$ cat config.mk
export PLATFORM = sky130hd
export DESIGN_NAME = line_avg_stream
export DESIGN_NICKNAME = d
export VERILOG_FILES = /design/src/rtl/line_avg_pkg.sv /design/src/rtl/line_avg_buf.sv /design/src/rtl/line_avg_stream.sv
export SDC_FILE = /design/constraint.sdc
export NUM_CORES = 1
export LEC_CHECK = 0
export CAP_MARGIN = 20
export CORE_ASPECT_RATIO = 0.75
export CORE_MARGIN = 5
export CORE_UTILIZATION = 58
export DETAILED_ROUTE_END_ITERATION = 10
export PLACE_DENSITY_LB_ADDON = 0.08
export SYNTH_ARGS = -nofsm -noshare
export SYNTH_HDL_FRONTEND = slang
export SYNTH_SLANG_ARGS = --single-unit
$ cat constraint.sdc
create_clock -name clk -period 3.7 [get_ports clk]
set_input_delay 0.37 -clock clk [delete_from_list [all_inputs] [get_ports clk]]
set_output_delay 0.37 -clock clk [all_outputs]
set_load 0.02 [all_outputs]
$ cat src/rtl/line_avg_pkg.sv
// Shared constants and helpers for the streaming vertical line averager.
// Rounding mode selectors and the counter width function live here.
package line_avg_pkg;

  localparam int RND_TRUNC   = 0;
  localparam int RND_HALF_UP = 1;

  // Counter width for a modulo-n counter; never narrower than one bit.
  function automatic int cnt_w(input int n);
    return (n <= 1) ? 1 : $clog2(n);
  endfunction

endpackage

$ cat src/rtl/line_avg_buf.sv
// Single-line pixel history: combinational read and synchronous write at the
// same address, so a read in the write cycle returns the previous row's pixel.
module line_avg_buf #(
  parameter int DATA_W = 8,
  parameter int COLS   = 8,
  parameter int AW     = 3
) (
  input  logic              clk,
  input  logic              we_i,
  input  logic [AW-1:0]     addr_i,
  input  logic [DATA_W-1:0] wdata_i,
  output logic [DATA_W-1:0] rdata_o
);

  logic [DATA_W-1:0] mem_q [COLS];

  assign rdata_o = mem_q[addr_i];

  always_ff @(posedge clk) begin
    if (we_i) mem_q[addr_i] <= wdata_i;
  end

endmodule

$ cat src/rtl/line_avg_stream.sv
// Streaming vertical averager: each pixel from row 1 onward is averaged with
// the pixel directly above it; one output per accepted pixel, latency 1.
module line_avg_stream
  import line_avg_pkg::*;
#(
  parameter int DATA_W = 8,
  parameter int COLS   = 8,
  parameter int ROWS   = 16,
  parameter int ROUND  = 0
) (
  input  logic                     clk,
  input  logic                     reset,
  input  logic                     in_valid,
  input  logic                     sof,
  input  logic [DATA_W-1:0]        data,
  output logic                     valid,
  output logic [DATA_W-1:0]        out,
  output logic                     done,
  output logic [cnt_w(ROWS)-1:0]   row_idx
);

  localparam int COL_W = cnt_w(COLS);
  localparam int ROW_W = cnt_w(ROWS);
  localparam logic [COL_W-1:0] COL_LAST = COL_W'(COLS - 1);
  localparam logic [ROW_W-1:0] ROW_LAST = ROW_W'(ROWS - 1);

  logic [COL_W-1:0]  col_q, col_d, col_eff;
  logic [ROW_W-1:0]  row_q, row_d, row_eff;
  logic              valid_q, valid_d, done_q, done_d;
  logic [DATA_W-1:0] out_q, out_d, rd_data;
  logic [DATA_W:0]   sum;

  // Sum of two pixels halved; half-up adds one before the shift. The
  // DATA_W+1 bit sum plus one still fits, and the halved value fits DATA_W.
  function automatic logic [DATA_W-1:0] avg2(input logic [DATA_W:0] s);
    logic [DATA_W:0] t;
    t = s + (DATA_W+1)'(ROUND == RND_HALF_UP);
    return DATA_W'(t >> 1);
  endfunction

  line_avg_buf #(
    .DATA_W (DATA_W),
    .COLS   (COLS),
    .AW     (COL_W)
  ) u_buf (
    .clk     (clk),
    .we_i    (in_valid),
    .addr_i  (col_eff),
    .wdata_i (data),
    .rdata_o (rd_data)
  );

  always_comb begin
    col_eff = (in_valid && sof) ? '0 : col_q;
    row_eff = (in_valid && sof) ? '0 : row_q;
    sum     = {1'b0, rd_data} + {1'b0, data};
    col_d   = col_q;
    row_d   = row_q;
    valid_d = 1'b0;
    done_d  = 1'b0;
    out_d   = out_q;
    if (in_valid) begin
      if (col_eff == COL_LAST) begin
        col_d = '0;
        row_d = (row_eff == ROW_LAST) ? '0 : row_eff + ROW_W'(1);
      end else begin
        col_d = col_eff + COL_W'(1);
        row_d = row_eff;
      end
      // Row 0 only seeds the history; every later row produces a pixel.
      if (row_eff != '0) begin
        valid_d = 1'b1;
        out_d   = avg2(sum);
        done_d  = (row_eff == ROW_LAST) && (col_eff == COL_LAST);
      end
    end
  end

  always_ff @(posedge clk or posedge reset) begin
    if (reset) begin
      col_q   <= '0;
      row_q   <= '0;
      valid_q <= 1'b0;
      done_q  <= 1'b0;
      out_q   <= '0;
    end else begin
      col_q   <= col_d;
      row_q   <= row_d;
      valid_q <= valid_d;
      done_q  <= done_d;
      out_q   <= out_d;
    end
  end

  assign valid   = valid_q;
  assign done    = done_q;
  assign out     = out_q;
  assign row_idx = row_q;

endmodule

==> results of run 1 <==
## placed cells by master, fill, tap and decap left out, types with 9 or more instances in the layout
cell type	synthesis	layout
clkdlybuf4s50_1	0	25
nor2_1	10	10
and3_1	16	16
edfxtp_1	64	64
nand2_1	60	60
ha_1	11	11
nand3_1	17	17
inv_1	9	9
clkbuf_8	0	9
buf_4	2	9
dfrtp_1	17	17
## kinds of logic (layout without fill, tap and decap cells)
logic type | Yosys count | in the layout | share of synthesized area, %
AND/OR/NAND/NOR | 117 | 117 | 15.0
flip-flops | 81 | 81 | 64.2
AO/OA/AOI/OAI | 46 | 46 | 9.10
buffers and inverters | 23 | 60 | 3.25
adder cells (fa/ha/maj) | 12 | 12 | 4.31
multiplexers | 12 | 12 | 3.42
XOR/XNOR | 3 | 3 | 0.719
## how the worst max path moves through the flow
stage / start / to / slack, ps / depth (start not counted)
after floorplan: sof / out[6] / 670 / 15
after global placement: in_valid / out[6] / 220 / 13
after detailed placement: in_valid / out[6] / 110 / 13
after CTS: in_valid / out[6] / 490 / 13
after global routing: in_valid / out[6] / 270 / 13
final: in_valid / out[6] / 430 / 13
## cells in the mapped netlist, types with 2 or more instances
cell type	n	area share (%)
buf_4	2	0.41
xnor2_1	2	0.48
mux2_2	4	1.2
a31oi_1	2	0.34
clkbuf_1	6	0.62
a211o_1	2	0.48
nand2b_1	2	0.34
nor3_1	2	0.27
o31ai_1	2	0.41
inv_1	9	0.92
nand2_1	60	6.2
and3_1	16	2.7
nand4_1	2	0.34
a32oi_1	7	1.7
mux2i_1	8	2.2
o21ai_0	8	1.1
a21oi_1	8	1.1
dfrtp_1	17	12
buf_2	4	0.55
nand3_1	17	2.3
ha_1	11	3.8
nor2_1	10	1.0
and2_1	2	0.34
o311ai_1	2	0.48
edfxtp_1	64	53
a211oi_1	2	0.41
## routing by layer
metal  up-vias  global-route usage [%]  part of all wire [%]
met5         -                       0                     0
met4         0                    5.98                  0.92
met3         6                    6.50                   6.1
met2        58                    29.1                    45
met1      1120                    29.7                    48
li1       1143                       -                     -
## worst register-to-register path, stage by stage, from the launching register on
cell and delay, ps:
dfrtp_1 460, a21bo_1 350, buf_4 320, nand2_1 100, a32oi_1 180, and3_1 180
ha_1 270, a21oi_1 270, nor2_1 90, a211o_1 310, o31ai_1 290, o21a_1 180
o311ai_1 80
## power by group
part | leakage (uW) | switching, uW | internal [uW]
combinational | 0.000744 | 609 | 436
sequential | 0.000797 | 62.2 | 1120
clock | 0.0000954 | 337 | 317
total | 0.00164 | 1010 | 1870
## per-stage QoR
stage / std cells / instance area [um^2] / total power (uW)
floorplan: 294 / 3660 / 1910
global placement: 396 / 4010 / 2230
detailed placement: 396 / 4010 / 2250
CTS: 412 / 4210 / 2900
global route: 412 / 4210 / 3060
finish: 412 / 4210 / 2880
## area by class of cell
class | instances | area [um^2] | share of cell area, %
Clock buffer | 9 | 124 | 2.94
Clock inverter | 7 | 77.6 | 1.84
Inverter | 10 | 50.0 | 1.19
Multi-Input combinational cell | 190 | 1190 | 28.3
Sequential cell | 81 | 2350 | 55.8
Tap cell | 81 | 101 | 2.41
Timing Repair Buffer | 34 | 318 | 7.55
## state kept, by name, summed over array words and instances (netlist names)
| name | flops |
|---|---|
| done | 1 |
| out | 8 |
| u_buf.mem_q | 64 |
| valid | 1 |
| col_q | 3 |
| row_idx | 4 |
==> flow_summary.json, run 1 <==
{
  "status": "complete, no violations",
  "grt_use_total_pct": 20.3,
  "worstPathBufferInverterCount": 2,
  "setup_slack_ps": 431,
  "die_area_um2": 8010,
  "drc": 0,
  "die_height_um": 78.8,
  "period_share_pct": 88.3,
  "cts_buffers": 9,
  "die_x_um": 102,
  "grt_pass1_vias": 2279,
  "avgSynthCellArea_um2": 12.4,
  "core_area_um2": 6220,
  "drtAntennaViolNets": 0,
  "vias": 2327,
  "ir_drop_mv": 0.304,
  "finalSetupViolCount": 0,
  "clock_skew_ps": 12.5,
  "clkLatencyLatePin_ps": 360,
  "p_leak_uw": 0.00164,
  "fin_crit_ps": 3270,
  "slew_headroom_pct": 53.7,
  "cap_violations": 0,
  "tightest_slew_ps": 693,
  "hp-class": "in -> async",
  "hold_viol": 0,
  "start_util_pct": 58.7,
  "ys_types": 49,
  "cpLargestDelayFamily": "compound AO/OA/AOI/OAI gates",
  "arrival_ps": 3490,
  "yosysWarnings": 0,
  "worst-r2r-cell-count": 12,
  "required_ps": 3920,
  "first_iter_violations": 133,
  "n_fill_cell": 457,
  "synth_seq_area_share_pct": 64.2,
  "synth_ff_type": "edfxtp_1",
  "r2r_start": "col_q[0]",
  "cpPeakStageDelay_ps": 570,
  "synth_edf_count": 64,
  "grt_pass1_wl_um": 11900,
  "cts_max_path_buffers": 2,
  "ios": 26,
  "antenna_found_initial": 0,
  "fmax_mhz": 306,
  "drive_gt1_share_pct": 10.3,
  "numClockSinks": 81,
  "final_nets": 350,
  "grt_overflow": 0,
  "wire_per_inst_um": 17.9,
  "grt_max_degree": 27,
  "fin_hold_ws_ps": 413,
  "synth_area_um2": 3660,
  "crit_slowest_cell": "clkdlybuf4s50_1",
  "finish.utilization_pct": 67.6,
  "synth.net_count": 318,
  "syn_inst": 294,
  "syn2layout_area_growth_pct": 15.1,
  "n_antenna_cell": 0,
  "rows": 25,
  "clkTransAtPathRegs_ps": 90,
  "cts_tree": "built",
  "cts_hold_buf": 0,
  "via_per_inst": 5.65,
  "final_max_slew_viol_count": 0,
  "p_per_area_nw_per_um2": 685,
  "cts_root_buffer": "clkbuf_8",
  "start_kind": "input port",
  "async_flop_share_pct": 21.0,
  "rsz0062_at_grt": "false",
  "wirelength_um": 7360,
  "reg2reg_slack_ps": 500,
  "post_cts_buffers": 0,
  "tns_ps": 0,
  "numPortBuffers": 25,
  "path_max_fanout": 26,
  "endpoint_kind": "register",
  "dp_slack_ps": 114,
  "reg2reg_to": "out[6]",
  "gp_congestion": 0.818,
  "dp.final_hpwl_um": 5070,
  "cp_cell_sequence": "clkdlybuf4s50_1 -> a21bo_1 -> buf_4 -> nand2_1 -> a32oi_1 -> and3_1 -> ha_1 -> a21oi_1 -> nor2_1 -> a211o_1 -> o31ai_1 -> o21a_1 -> o311ai_1",
  "ys_ff_latch": 81,
  "cts-resized-gates": 0,
  "cts.htree.levels": 3,
  "dr.pass1.iters": 4,
  "crit_type": "in -> reg"
}
Power figures use the tool's default switching activity.
==> run 2, diff against run 1 <==
Settings changed: CORE_UTILIZATION 58 to 53.
Clock period 3.7 ns to 3.6 ns, I/O delays scaled along.
==> run 2 against run 1 <==
  * Utilization shrank 5.1 points
  * First-iteration DRC count down 11%
  * Global-route usage shrank 1.5 points
  * Critical path depth shrank 1
  * Total power is 4.7% higher
  * Clock skew decreased by 3.6 ps
==> flow_summary.json, run 2 (synthesized netlist as in run 1, its figures left out) <==
{
  "numClockSinks": 81,
  "path_max_fanout": 26,
  "first_iter_violations": 118,
  "post_cts_buffers": 0,
  "tightest_slew_ps": 666,
  "final_nets": 350,
  "die_x_um": 106,
  "p_per_area_nw_per_um2": 714,
  "clkTransAtPathRegs_ps": 80,
  "tns_ps": 0,
  "cts_max_path_buffers": 2,
  "worst-r2r-cell-count": 12,
  "period_share_pct": 88.3,
  "fmax_mhz": 314,
  "dpl_cell_area_um2": 4010,
  "cts_buffers": 9,
  "numPortBuffers": 25,
  "final_cell_mix": "64 x edfxtp_1, 60 x nand2_1, 25 x clkdlybuf4s50_1",
  "die_area_um2": 8680,
  "final_common_cell": "edfxtp_1",
  "vias": 2361,
  "wirelength_um": 7510,
  "drtAntennaViolNets": 0,
  "cts.htree.levels": 3,
  "hp-class": "in -> async",
  "ir_drop_mv": 0.308,
  "grt_use_total_pct": 18.8,
  "ios": 26,
  "required_ps": 3810,
  "slew_headroom_pct": 55.5,
  "n_fill_cell": 557,
  "cts-resized-gates": 0,
  "clock_skew_ps": 8.96,
  "arrival_ps": 3390,
  "hold_viol": 0,
  "antenna_found_initial": 0,
  "crit_type": "reg -> reg",
  "fin_crit_ps": 3180,
  "dr.pass1.iters": 4,
  "dp.final_hpwl_um": 5260,
  "gp_congestion": 0.797,
  "grt_overflow": 0,
  "syn2layout_area_growth_pct": 15.6,
  "status": "complete, no violations",
  "drc": 0,
  "r2r_start": "col_q[0]",
  "clkLatencyLatePin_ps": 340,
  "endpoint_kind": "register",
  "core_area_um2": 6770,
  "top_register": "u_buf.mem_q",
  "p_leak_uw": 0.00165,
  "wire_per_inst_um": 18.1,
  "largest_reg_flops": 64,
  "final_max_slew_viol_count": 0,
  "finish.utilization_pct": 62.5,
  "grt_max_degree": 27,
  "cts_tree": "built",
  "grt_pass1_vias": 2283,
  "finalSetupViolCount": 0,
  "rows": 26,
  "drive_gt1_share_pct": 10.6,
  "fin_area_um2": 4230,
  "cap_violations": 0,
  "rsz0062_at_grt": "false",
  "via_per_inst": 5.69,
  "start_util_pct": 54.0,
  "n_antenna_cell": 0,
  "reg2reg_slack_ps": 420,
  "cts_root_buffer": "clkbuf_8",
  "die_height_um": 81.9,
  "cts_hold_buf": 0,
  "start_kind": "register",
  "reg2reg_to": "out[6]",
  "grt_pass1_wl_um": 12000
}
==> run 2: cell types whose count changed in the layout (fill, tap and decap cells not counted) <==
cell	change
clkinv_2	+3
clkinvlp_4	-2
bufinv_16	+1
clkinv_1	-1
inv_8	-1
==> run 2: power breakdown <==
group	switching (uW)	internal (uW)	total [uW]
sequential	66.6	1150	1220
combinational	633	457	1090
clock	319	390	709
==> run 2: critical path: stages, from the launching register on <==
cell	delay [ps]
dfrtp_1	460
a21bo_1	340
buf_4	310
nand2_1	100
a32oi_1	180
and3_1	180
ha_1	280
a21oi_1	280
nor2_1	80
a211o_1	310
o31ai_1	280
o21a_1	170
o311ai_1	70
==> run 2: layout make-up <==
class                   count  area [um^2]  area share [%]
inverters                  10         50.0            1.18
well taps                  84          105            2.49
repair buffers             34          318            7.52
multi-input cells         190         1190            28.2
flip-flops and latches     81         2350            55.5
clock inverters             7         92.6            2.19
clock buffers               9          124            2.93
==> run 2: worst max-delay path by stage <==
stage	startpoint	endpoint	slack, ps	depth (start not counted)
5_1_grt	col_q[0]	out[7]	210	13
2_1_floorplan	sof	out[6]	580	15
3_5_place_dp	sof	out[6]	140	14
3_3_place_gp	sof	out[6]	150	14
4_1_cts	col_q[0]	out[6]	420	13
6_report	col_q[0]	out[6]	420	12
==> run 2: stage by stage <==
step                cells  hold WS [ps]  worst slack (ps)  power (uW)
finish                415           411               420        3020
detailed placement    399           462               141        2330
global placement      399           457               147        2310
floorplan             294           286               577        1970
CTS                   415           429               417        3040
global route          415           486               212        3210
==> run 2: routing by layer <==
| metal | part of all wire (%) | track usage, % |
|---|---|---|
| met5 | 0 | 0 |
| met4 | 0.69 | 4.92 |
| met3 | 6.6 | 5.73 |
| met2 | 45 | 29.2 |
| met1 | 48 | 26.0 |
